[config.mk]
export PLATFORM = sky130hd
export DESIGN_NAME = muldiv_unit_flat
export DESIGN_NICKNAME = d
export VERILOG_FILES = /design/src/rtl/muldiv_pkg.sv /design/src/rtl/muldiv_if.sv /design/src/rtl/muldiv_signfix.sv /design/src/rtl/muldiv_unit.sv /design/src/flat_wrapper.sv
export SDC_FILE = /design/constraint.sdc
export NUM_CORES = 1
export LEC_CHECK = 0
export ABC_AREA = 1
export CORE_MARGIN = 5
export CORE_UTILIZATION = 55
export CTS_BUF_LIST = sky130_fd_sc_hd__clkbuf_8
export CTS_CLUSTER_DIAMETER = 120
export DETAILED_ROUTE_END_ITERATION = 8
export MAX_ROUTING_LAYER = met4
export PLACE_DENSITY = 0.79
export SLEW_MARGIN = 10
export SYNTH_ARGS = -nofsm -noshare
export SYNTH_HDL_FRONTEND = slang
export SYNTH_SLANG_ARGS = --single-unit
[constraint.sdc]
create_clock -name clk -period 7.9 [get_ports clk]
set_input_delay 1.58 -clock clk [delete_from_list [all_inputs] [get_ports clk]]
set_output_delay 1.58 -clock clk [all_outputs]
set_load 0.02 [all_outputs]
[src/rtl/muldiv_pkg.sv]
// Shared definitions for the iterative multiply/divide unit: widths, op codes,
// FSM states and small op-decode helpers.
package muldiv_pkg;

    localparam int XLEN = 32;
    localparam int CNTW = $clog2(XLEN);

    typedef enum logic [1:0] {
        OP_MULT  = 2'b00,
        OP_MULTU = 2'b01,
        OP_DIV   = 2'b10,
        OP_DIVU  = 2'b11
    } opT;

    typedef enum logic [1:0] {
        IDLE   = 2'b00,
        RUN    = 2'b01,
        FINISH = 2'b10
    } stateT;

    function automatic logic isSignedOp(input opT o);
        return (o == OP_MULT) || (o == OP_DIV);
    endfunction

    function automatic logic isDivOp(input opT o);
        return (o == OP_DIV) || (o == OP_DIVU);
    endfunction

endpackage

[src/rtl/muldiv_if.sv]
// Bus between the execute-stage control and the multiply/divide unit.
//
// Handshake: start is accepted only on an edge where busy=0; busy stays high
// from the following cycle until the result cycle, in which done pulses for
// exactly one cycle and hi/lo already hold the new result. wrHi/wrLo act only
// when busy=0 and start=0 on the same edge.
interface muldiv_if;
    import muldiv_pkg::*;

    logic            start;
    opT              op;
    logic [XLEN-1:0] opA;
    logic [XLEN-1:0] opB;
    logic            wrHi;
    logic            wrLo;
    logic [XLEN-1:0] wrData;
    logic            busy;
    logic            done;
    logic [XLEN-1:0] hi;
    logic [XLEN-1:0] lo;
    stateT           dbgState;

    modport master (
        output start, op, opA, opB, wrHi, wrLo, wrData,
        input  busy, done, hi, lo, dbgState
    );

    modport slave (
        input  start, op, opA, opB, wrHi, wrLo, wrData,
        output busy, done, hi, lo, dbgState
    );

endinterface

[src/rtl/muldiv_signfix.sv]
// Conditional two's-complement negate, used both to take operand magnitudes
// and to restore result signs.
module muldiv_signfix #(
    parameter int W = 32
) (
    input  logic [W-1:0] value,
    input  logic         negate,
    output logic [W-1:0] result
);

    // The result is read as unsigned, so |most-negative| stays representable.
    assign result = negate ? (~value + 1'b1) : value;

endmodule

[src/rtl/muldiv_unit.sv]
// Iterative MULT/MULTU/DIV/DIVU unit holding the architectural HI/LO registers.
// One product/quotient bit per cycle; sign handling wraps an unsigned core.
module muldiv_unit
    import muldiv_pkg::*;
(
    input logic      clk,
    input logic      reset,
    muldiv_if.slave  bus
);

    stateT             state;
    logic [CNTW-1:0]   cnt;
    logic              busyReg;
    logic              doneReg;
    logic [XLEN-1:0]   hiReg;
    logic [XLEN-1:0]   loReg;

    logic              opIsDiv;
    logic              negRes;
    logic              negRem;
    logic              divZero;
    logic [XLEN-1:0]   origA;
    logic [XLEN-1:0]   operand;
    logic [2*XLEN-1:0] acc;

    // Operand conditioning at launch
    logic            startSigned;
    logic [XLEN-1:0] magA;
    logic [XLEN-1:0] magB;

    assign startSigned = isSignedOp(bus.op);

    muldiv_signfix #(.W(XLEN)) uAbsA (
        .value(bus.opA), .negate(startSigned && bus.opA[XLEN-1]), .result(magA)
    );
    muldiv_signfix #(.W(XLEN)) uAbsB (
        .value(bus.opB), .negate(startSigned && bus.opB[XLEN-1]), .result(magB)
    );

    // Shift-add multiply step: acc = {partial high, remaining multiplier bits}
    logic [XLEN:0]     mulSum;
    logic [2*XLEN-1:0] mulNext;

    assign mulSum  = {1'b0, acc[2*XLEN-1:XLEN]} + (acc[0] ? {1'b0, operand} : '0);
    assign mulNext = {mulSum, acc[XLEN-1:1]};

    // Restoring divide step: acc = {partial remainder, dividend/quotient}
    logic [XLEN:0]     divShift;
    logic              divGeq;
    logic [XLEN-1:0]   divSub;
    logic [XLEN-1:0]   divRem;
    logic [2*XLEN-1:0] divNext;

    assign divShift = {acc[2*XLEN-1:XLEN], acc[XLEN-1]};
    assign divGeq   = divShift >= {1'b0, operand};
    // When divGeq holds the true difference is below operand, so XLEN bits suffice.
    assign divSub   = divShift[XLEN-1:0] - operand;
    assign divRem   = divGeq ? divSub : divShift[XLEN-1:0];
    assign divNext  = {divRem, acc[XLEN-2:0], divGeq};

    logic [2*XLEN-1:0] stepNext;
    assign stepNext = opIsDiv ? divNext : mulNext;

    // Sign post-correction applied to the value the last step produces
    logic [2*XLEN-1:0] prodFixed;
    logic [XLEN-1:0]   quotFixed;
    logic [XLEN-1:0]   remFixed;

    muldiv_signfix #(.W(2*XLEN)) uFixProd (
        .value(stepNext), .negate(negRes), .result(prodFixed)
    );
    muldiv_signfix #(.W(XLEN)) uFixQuot (
        .value(stepNext[XLEN-1:0]), .negate(negRes), .result(quotFixed)
    );
    muldiv_signfix #(.W(XLEN)) uFixRem (
        .value(stepNext[2*XLEN-1:XLEN]), .negate(negRem), .result(remFixed)
    );

    logic [XLEN-1:0] hiNew;
    logic [XLEN-1:0] loNew;

    always_comb begin
        hiNew = prodFixed[2*XLEN-1:XLEN];
        loNew = prodFixed[XLEN-1:0];
        if (opIsDiv) begin
            if (divZero) begin
                hiNew = origA;
                loNew = '1;
            end else begin
                hiNew = remFixed;
                loNew = quotFixed;
            end
        end
    end

    always_ff @(posedge clk) begin
        if (reset) begin
            state   <= IDLE;
            cnt     <= '0;
            busyReg <= 1'b0;
            doneReg <= 1'b0;
            hiReg   <= '0;
            loReg   <= '0;
            opIsDiv <= 1'b0;
            negRes  <= 1'b0;
            negRem  <= 1'b0;
            divZero <= 1'b0;
            origA   <= '0;
            operand <= '0;
            acc     <= '0;
        end else begin
            case (state)
                IDLE: begin
                    doneReg <= 1'b0;
                    if (bus.start) begin
                        opIsDiv <= isDivOp(bus.op);
                        negRes  <= startSigned && (bus.opA[XLEN-1] ^ bus.opB[XLEN-1]);
                        negRem  <= startSigned && bus.opA[XLEN-1];
                        divZero <= isDivOp(bus.op) && (bus.opB == '0);
                        origA   <= bus.opA;
                        operand <= isDivOp(bus.op) ? magB : magA;
                        acc     <= {{XLEN{1'b0}}, (isDivOp(bus.op) ? magA : magB)};
                        cnt     <= '0;
                        busyReg <= 1'b1;
                        state   <= RUN;
                    end else begin
                        if (bus.wrHi) hiReg <= bus.wrData;
                        if (bus.wrLo) loReg <= bus.wrData;
                    end
                end
                RUN: begin
                    acc <= stepNext;
                    cnt <= cnt + 1'b1;
                    if (cnt == CNTW'(XLEN - 1)) begin
                        hiReg   <= hiNew;
                        loReg   <= loNew;
                        doneReg <= 1'b1;
                        state   <= FINISH;
                    end
                end
                FINISH: begin
                    doneReg <= 1'b0;
                    busyReg <= 1'b0;
                    state   <= IDLE;
                end
                default: begin
                    busyReg <= 1'b0;
                    doneReg <= 1'b0;
                    state   <= IDLE;
                end
            endcase
        end
    end

    assign bus.busy     = busyReg;
    assign bus.done     = doneReg;
    assign bus.hi       = hiReg;
    assign bus.lo       = loReg;
    assign bus.dbgState = state;

endmodule

[src/flat_wrapper.sv]
// flat-port wrapper written by rule: the top's interface ports become plain ports
module muldiv_unit_flat import muldiv_pkg::*;
  (clk, reset, bus_start, bus_op, bus_opA, bus_opB, bus_wrHi, bus_wrLo, bus_wrData, bus_busy, bus_done, bus_hi, bus_lo, bus_dbgState);
  muldiv_if bus_i ();
  input logic clk;
  input logic reset;
  input wire logic [$bits(bus_i.start)-1:0] bus_start;
  input wire logic [$bits(bus_i.op)-1:0] bus_op;
  input wire logic [$bits(bus_i.opA)-1:0] bus_opA;
  input wire logic [$bits(bus_i.opB)-1:0] bus_opB;
  input wire logic [$bits(bus_i.wrHi)-1:0] bus_wrHi;
  input wire logic [$bits(bus_i.wrLo)-1:0] bus_wrLo;
  input wire logic [$bits(bus_i.wrData)-1:0] bus_wrData;
  output wire logic [$bits(bus_i.busy)-1:0] bus_busy;
  output wire logic [$bits(bus_i.done)-1:0] bus_done;
  output wire logic [$bits(bus_i.hi)-1:0] bus_hi;
  output wire logic [$bits(bus_i.lo)-1:0] bus_lo;
  output wire logic [$bits(bus_i.dbgState)-1:0] bus_dbgState;
  assign bus_i.start = bus_start;
  assign bus_i.op = bus_op;
  assign bus_i.opA = bus_opA;
  assign bus_i.opB = bus_opB;
  assign bus_i.wrHi = bus_wrHi;
  assign bus_i.wrLo = bus_wrLo;
  assign bus_i.wrData = bus_wrData;
  assign bus_busy = bus_i.busy;
  assign bus_done = bus_i.done;
  assign bus_hi = bus_i.hi;
  assign bus_lo = bus_i.lo;
  assign bus_dbgState = bus_i.dbgState;
  muldiv_unit u_core (.clk(clk), .reset(reset), .bus(bus_i));
endmodule
Yosys cells after proc, flatten, opt, wreduce, memory -nomap -nowiden

Index checks and enable logic that the tools add are counted.

Flip-flop bits (word level): 205
Bits in latches: 0
Memory bits (writable): 0
Bits in read-only memories: 0
Input bits: 103
Output and inout bits: 68
Logic and storage cells: 86
Memories kept: 0

Add/subtract/negate cells: 8
Multiply operators: 0
Div/mod/pow operators: 0
$lt $le $gt $ge: 1
Equal/unequal tests: 9
Shift-type cells: 0
Muxes and demuxes: 31
Bitwise operators: 7
Reduce and logical (&&, ||, !) cells: 17

Operators by type and width:

| kind                                          | number |
|---|---|
| 2-to-1 mux 32 bit                             | 18 |
| 2-to-1 mux 64 bit                             | 3 |
| adder 32 x 1 -> 32 bit, second input constant | 4 |
| NOT 32 bit                                    | 4 |
| case mux 32 bit (2 select lines)              | 2 |
| case mux 64 bit (2 select lines)              | 1 |
| adder 64 x 1 -> 64 bit, second input constant | 1 |
| NOT 64 bit                                    | 1 |
| adder 32 x 33 -> 33 bit                       | 1 |
| greater-or-equal comparator 33 x 32 -> 1 bit  | 1 |
| zero test 32 bit                              | 1 |
| subtractor 32 bit                             | 1 |
| case mux 5 bit (2 select lines)               | 1 |
| != test 2 bit, second input constant          | 4 |
| AND reduction 2 bit                           | 4 |
| AND reduction 4 bit                           | 2 |
| adder 5 x 1 -> 5 bit, second input constant   | 1 |
| == test 5 bit, second input constant          | 1 |
| 2-to-1 mux 5 bit                              | 1 |
| == test 2 bit, second input constant          | 2 |
| logical AND 1 bit                             | 4 |
| zero test 2 bit                               | 2 |
| 2-to-1 mux 2 bit                              | 2 |
| case mux 2 bit (2 select lines)               | 1 |
| other kinds (9)                               | 10 |

Logic depth before layout (Yosys ltp)

Depth in word-level cells: 10
Depth in mapped cells: 31
Mapped depth without buffers: 31

By module

Synthesis repeated with hierarchy kept, for this count alone.

Cell total of the unflattened synthesis: 3,948
Area total of the unflattened synthesis: 22,076.2 sq um

Modules (own cells, without submodules):

| module                            | times used | cells each | area each (sq um) | sequential area each (sq um) |
|---|---|---|---|---|
| muldiv_unit                       | 1          | 2,554      | 15,279.7          | 4,103.9 |
| muldiv_signfix (u_core.uAbsA ...) | 4          | 227        | 1,108.6           | 0.0 |
| muldiv_signfix (u_core.uFixProd)  | 1          | 486        | 2,362.3           | 0.0 |

Worst setup path after synthesis

No wires, ideal clock.

Path type: input port to flip-flop
Start: input port bus_opA[1]
End: register u_core.acc[30]
Library setup time: 0.127 ns
Arrival: 3.783 ns
Data required time: 7.773 ns
Slack: 3.991 ns
Stages on the path: 16
Buffers on the path: 0
Cell sequence: inv_1 -> ha_1 -> nand3_1 -> nor3_1 -> nand2_1 -> nor3_1 -> nand2_1 -> nor4_1 -> nand2_1 -> o21ai_0 -> o21ai_0 -> a21oi_1 -> xor2_1 -> nor2_1 -> o21ai_0 -> o21ai_0

Longest elaborated chain between the ends: 6

RTL lines:

| what                             | line                 | RTL |
|---|---|---|
| start, declared                  | flat_wrapper.sv:9    | `input wire logic [$bits(bus_i.opA)-1:0] bus_opA;` |
| NOT 32 bit                       | muldiv_signfix.sv:12 | `assign result = negate ? (~value + 1'b1) : value;` |
| adder 32 x 1 -> 32 bit           | muldiv_signfix.sv:12 |  |
| 2-to-1 mux 32 bit                | muldiv_signfix.sv:12 |  |
| 2-to-1 mux 32 bit                | muldiv_unit.sv:122   | `acc <= {{XLEN{1'b0}}, (isDivOp(bus.op) ? magA : magB)};` |
| 2-to-1 mux 64 bit                | muldiv_unit.sv:115   | `if (bus.start) begin` |
| case mux 64 bit (2 select lines) | muldiv_unit.sv:112   | `case (state)` |
| end signal, assigned             | muldiv_unit.sv:122   |  |
| end signal, assigned             | muldiv_unit.sv:132   | `acc <= stepNext;` |
| end, declared                    | muldiv_unit.sv:24    | `logic [2*XLEN-1:0] acc;` |

No other way between the ends. The select of a mux whose other input is x is not followed.
A chain may end at the register's enable or synchronous reset.

Worst setup path in the final report

Start: register u_core.operand[10]
End: register u_core.hiReg[24] (netlist: u_core.bus.hi[24])

Longest elaborated chain between the ends: 10
Elaborated cells between the ends (all ways): 16
Classes of those cells: add/sub: 4; order compare: 1; mux: 9; bitwise: 2

RTL lines:

| what                                                         | line                                 | RTL |
|---|---|---|
| start, declared                                              | muldiv_unit.sv:23                    | `logic [XLEN-1:0] operand;` |
| start signal, assigned                                       | muldiv_unit.sv:121                   | `operand <= isDivOp(bus.op) ? magB : magA;` |
| 2-to-1 mux 32 bit (tied with other cells)                    | muldiv_unit.sv:44                    | `assign mulSum = {1'b0, acc[2*XLEN-1:XLEN]} + (acc[0] ? {1'b0, operand} : '0);` |
| adder 32 x 33 -> 33 bit or 2-to-1 mux 32 bit (tied branches) | muldiv_unit.sv:44, muldiv_unit.sv:58 |  |
| 2-to-1 mux 64 bit (*)                                        | muldiv_unit.sv:62                    | `assign stepNext = opIsDiv ? divNext : mulNext;` |
| NOT 32 bit                                                   | muldiv_signfix.sv:12                 |  |
| adder 32 x 1 -> 32 bit                                       | muldiv_signfix.sv:12                 |  |
| 2-to-1 mux 32 bit                                            | muldiv_signfix.sv:12                 |  |
| 2-to-1 mux 32 bit                                            | muldiv_unit.sv:86                    | `if (divZero) begin` |
| 2-to-1 mux 32 bit (*)                                        | muldiv_unit.sv:85                    | `if (opIsDiv) begin` |
| 2-to-1 mux 32 bit (*)                                        | muldiv_unit.sv:134                   | `if (cnt == CNTW'(XLEN - 1)) begin` |
| case mux 32 bit (2 select lines) (*)                         | muldiv_unit.sv:112                   |  |
| end signal, assigned                                         | muldiv_unit.sv:127                   | `if (bus.wrHi) hiReg <= bus.wrData;` |
| end signal, assigned                                         | muldiv_unit.sv:135                   | `hiReg <= hiNew;` |
| end, declared                                                | muldiv_unit.sv:15                    | `logic [XLEN-1:0] hiReg;` |

Mark *: on every way between the ends. The rest lies on a longest branch, timed or not. The select of a mux whose other input is x is not followed.

==> flow_summary.ini <==
[timing]
setup_slack_of_the_critical_path_after_layout_ps = 2740
fin_tns_setup_ps = 0
grt_setup_unrepaired = false
hold_violations = 0
slew_headroom_pct = 23.2
skew_ps = 36.1
final-max-slew-violation-count = 0
layout_min_cycle_time_ps = 5160
whs_ps = 482
final.period_utilization_pct = 65.4
max_freq_ghz = 0.194
timing.final.setup_violations = 0
worst_slew_pin_slew_ps = 1140

[synthesis]
synth_top_cell_by_area = sky130_fd_sc_hd__dfxtp_1
mappedNetlistArea_um2 = 19500
synth_largest_type_area_fraction_pct = 21.0
synth_top_cells_by_count = 995 x sky130_fd_sc_hd__nand2_1, 472 x sky130_fd_sc_hd__inv_1, 310 x sky130_fd_sc_hd__nor2_1
synth_cell_type_count = 64
ys_async_sr_fraction_pct = 0
post_synthesis_cells = 3399
synth_warnings = 0
yosys.cell_count.top_type = sky130_fd_sc_hd__nand2_1
synth_fp_nets = 3574
synth.top_cells.by_area = sky130_fd_sc_hd__dfxtp_1 21%, sky130_fd_sc_hd__nand2_1 19%, sky130_fd_sc_hd__inv_1 9.1%
synth.avg_cell_area_um2 = 5.75
synth_edf_count = 0
synth-seq-area-share_pct = 21.0
dominantRegCellSynth = sky130_fd_sc_hd__dfxtp_1
synth.ff_latch_count = 205

[setup_path]
critical_path.reg2reg.endpoint = u_core.bus.hi[24]$_SDFFE_PP0P_
worst_setup_end_kind = flip-flop
cp_slowest_stage_delay_ps = 740
kind_of_start_point_of_the_critical_path = flip-flop
setup.worst_path.class = reg -> reg
timing.critical_path.required_ps = 8450
critical-path-slowest-cell = sky130_fd_sc_hd__a21oi_2
critical_path.reg2reg.startpoint = u_core.operand[10]$_SDFFE_PP0P_
arrival_ps = 5710
cpMostUsedCell = sky130_fd_sc_hd__nand2_1
reg2reg_setup_slack_ps = 2740
worstRegToRegCells = 30
worstPathMaxFanout = 8

[floorplan]
ios = 171
die_height_um = 198
placementRows = 69
floorplan.die_area_um2 = 39400
core_area_um2 = 35300
die_width_um = 198
initial_util_pct = 55.3

[min_path]
hold-path-cell-count = 2
min-delay-start = u_core.origA[9]$_SDFFE_PP0P_
hold_path.class = reg -> reg
endpoint_of_the_worst_hold_timing_path = u_core.origA[9]$_SDFFE_PP0P_

[power]
leakagePower_nw = 11.1
power_density_nw_per_um2 = 182
ir_drop_mv = 0.140

[global_route]
grt.overflow.total = 0
global_route.usage.met1_pct = 52.7
vias_in_the_first_global_route = 22600
global_route_wire_length_before_repair_um = 132000
antenna_found_initial = 2
globalRouteMet2Util_pct = 67.2
maximum_number_of_pins_on_one_net_before_global_route_repair = 80
grt_busiest_layer = met2
gr-usage-met3_pct = 11.8
grt_usage_pct = 44.7

[route]
num_vias = 24200
post_drt_via_cell_ratio = 6.06
drc = 0
drtAntennaViolNets = 0
drt-total-wl_um = 88800
drt_pre_antenna_iters = 6
routed_wire_length_per_instance_um = 22.3
drtIter0Drc = 3281

[finish]
design.final.nets = 3669
share_of_final_layout_standard_cells_stronger_than_drive_strength_1_pct = 6.19
filler_cell_count = 3434
area_growth_pct = 13.6

[placement]
dp_worst_setup_slack_ps = 2640
finalWeightedCongestion = 1.15
hpwl_um = 69100
buffer_ports.inserted = 170

[clock_tree]
post_cts_hold_buffer_count = 0
numClockSinks = 205
clockBufferDepth = 3
cts_tree = yes
clk_root_buffer_cell = sky130_fd_sc_hd__clkbuf_8
cts-buffers-inserted = 39
ctsResizeCount = 0
post_cts.repair.setup_buffers = 0
worst_skew_pair.late_latency_ps = 620
clkSlewWorstSetupHoldPaths_ps = 60
h_tree_depth = 2

[run_status]
outcome = finished, final reports clean

[flow_run]
drv_cap = 0
[worst max-delay path by stage]
stage	start	end
after global placement	bus_opA[1]	u_core.acc[30]$_SDFFE_PP0P_
after detailed placement	bus_opA[1]	u_core.acc[30]$_SDFFE_PP0P_
after global routing	u_core.operand[26]$_SDFFE_PP0P_	u_core.bus.hi[24]$_SDFFE_PP0P_
after CTS	u_core.operand[26]$_SDFFE_PP0P_	u_core.bus.hi[24]$_SDFFE_PP0P_
final	u_core.operand[10]$_SDFFE_PP0P_	u_core.bus.hi[24]$_SDFFE_PP0P_
after floorplan	bus_opA[1]	u_core.acc[30]$_SDFFE_PP0P_
[report_power, final]
| part | total [W] | switching, W | internal [W] |
|---|---|---|---|
| clock | 0.00114 | 0.000531 | 0.000613 |
| combinational | 0.00169 | 0.00117 | 0.000520 |
| sequential | 0.00120 | 0.0000825 | 0.00112 |
| total | 0.00404 | 0.00179 | 0.00225 |
[metal layers]
metal,wire length [µm],up-vias,part of all wire [%]
met5,0,-,0
met4,7320,0,8.2
met3,10800,350,12
met2,38300,1618,43
met1,32400,11000,37
li1,-,11200,-
[cell type report]
class	count	area (µm²)	area share, %
diodes	2	5.00	0.0226
multi-input cells	2565	13000	58.4
clock inverters	21	170	0.767
well taps	461	577	2.60
flip-flops and latches	205	4110	18.5
inverters	487	1830	8.24
clock buffers	47	647	2.92
repair buffers	196	1900	8.55
[cells by family after synthesis]
| family | count (synthesis) | share of synthesized area [%] |
|---|---|---|
| and+or+nand+nor | 1759 | 38.7 |
| AOI/OAI and AO/OA | 642 | 18.7 |
| buffers and inverters | 629 | 12.8 |
| DFF | 205 | 21.0 |
| xor gates and xnor gates | 92 | 4.12 |
| adders and majority gates | 72 | 4.69 |
[cells in the final DEF, fill, tap and decap left out, drive strengths merged, types with 7 or more instances in the layout]
master,count
nand2,1026
inv,497
nor2,341
o21ai,280
nand3,276
dfxtp,205
a21oi,205
clkdlybuf4s50,170
ha,70
xor2,65
clkbuf,47
nand4,44
o22ai,41
nor3,34
xnor2,27
a31oi,26
buf,26
o211ai,22
o221ai,15
or2,14
a22oi,8
nand3b,8
a41oi,8
clkinv,8
o21a,7
o31ai,7
[state kept, by name, summed over array words and instances (netlist names), 2 cells and up]
signal,cells
u_core.acc,64
u_core.bus.hi,32
u_core.bus.lo,32
u_core.operand,32
u_core.origA,32
u_core.cnt,5
u_core.bus.dbgState,2
[through the flow]
| step | util [%] | area [µm²] | power (W) | std cells |
|---|---|---|---|---|
| 5_1_grt | 62.8 | 22200 | 0.00422 | 3984 |
| 4_1_cts | 62.8 | 22200 | 0.00397 | 3982 |
| 3_3_place_gp | 60.5 | 21400 | 0.00282 | 3914 |
| 2_1_floorplan | - | 19500 | 0.00230 | 3399 |
| 6_report | 62.8 | 22200 | 0.00404 | 3984 |
| 3_5_place_dp | 60.5 | 21400 | 0.00284 | 3914 |
[worst max-delay path: cells and delay by family, from the launching register on]
family                     cells  cell delay, ps
DFF                            1             470
and+or+nand+nor               22            2890
AOI/OAI and AO/OA              2             870
buffers and inverters          4             330
adders and majority gates      2             520
(Power assumes the default switching activity.)
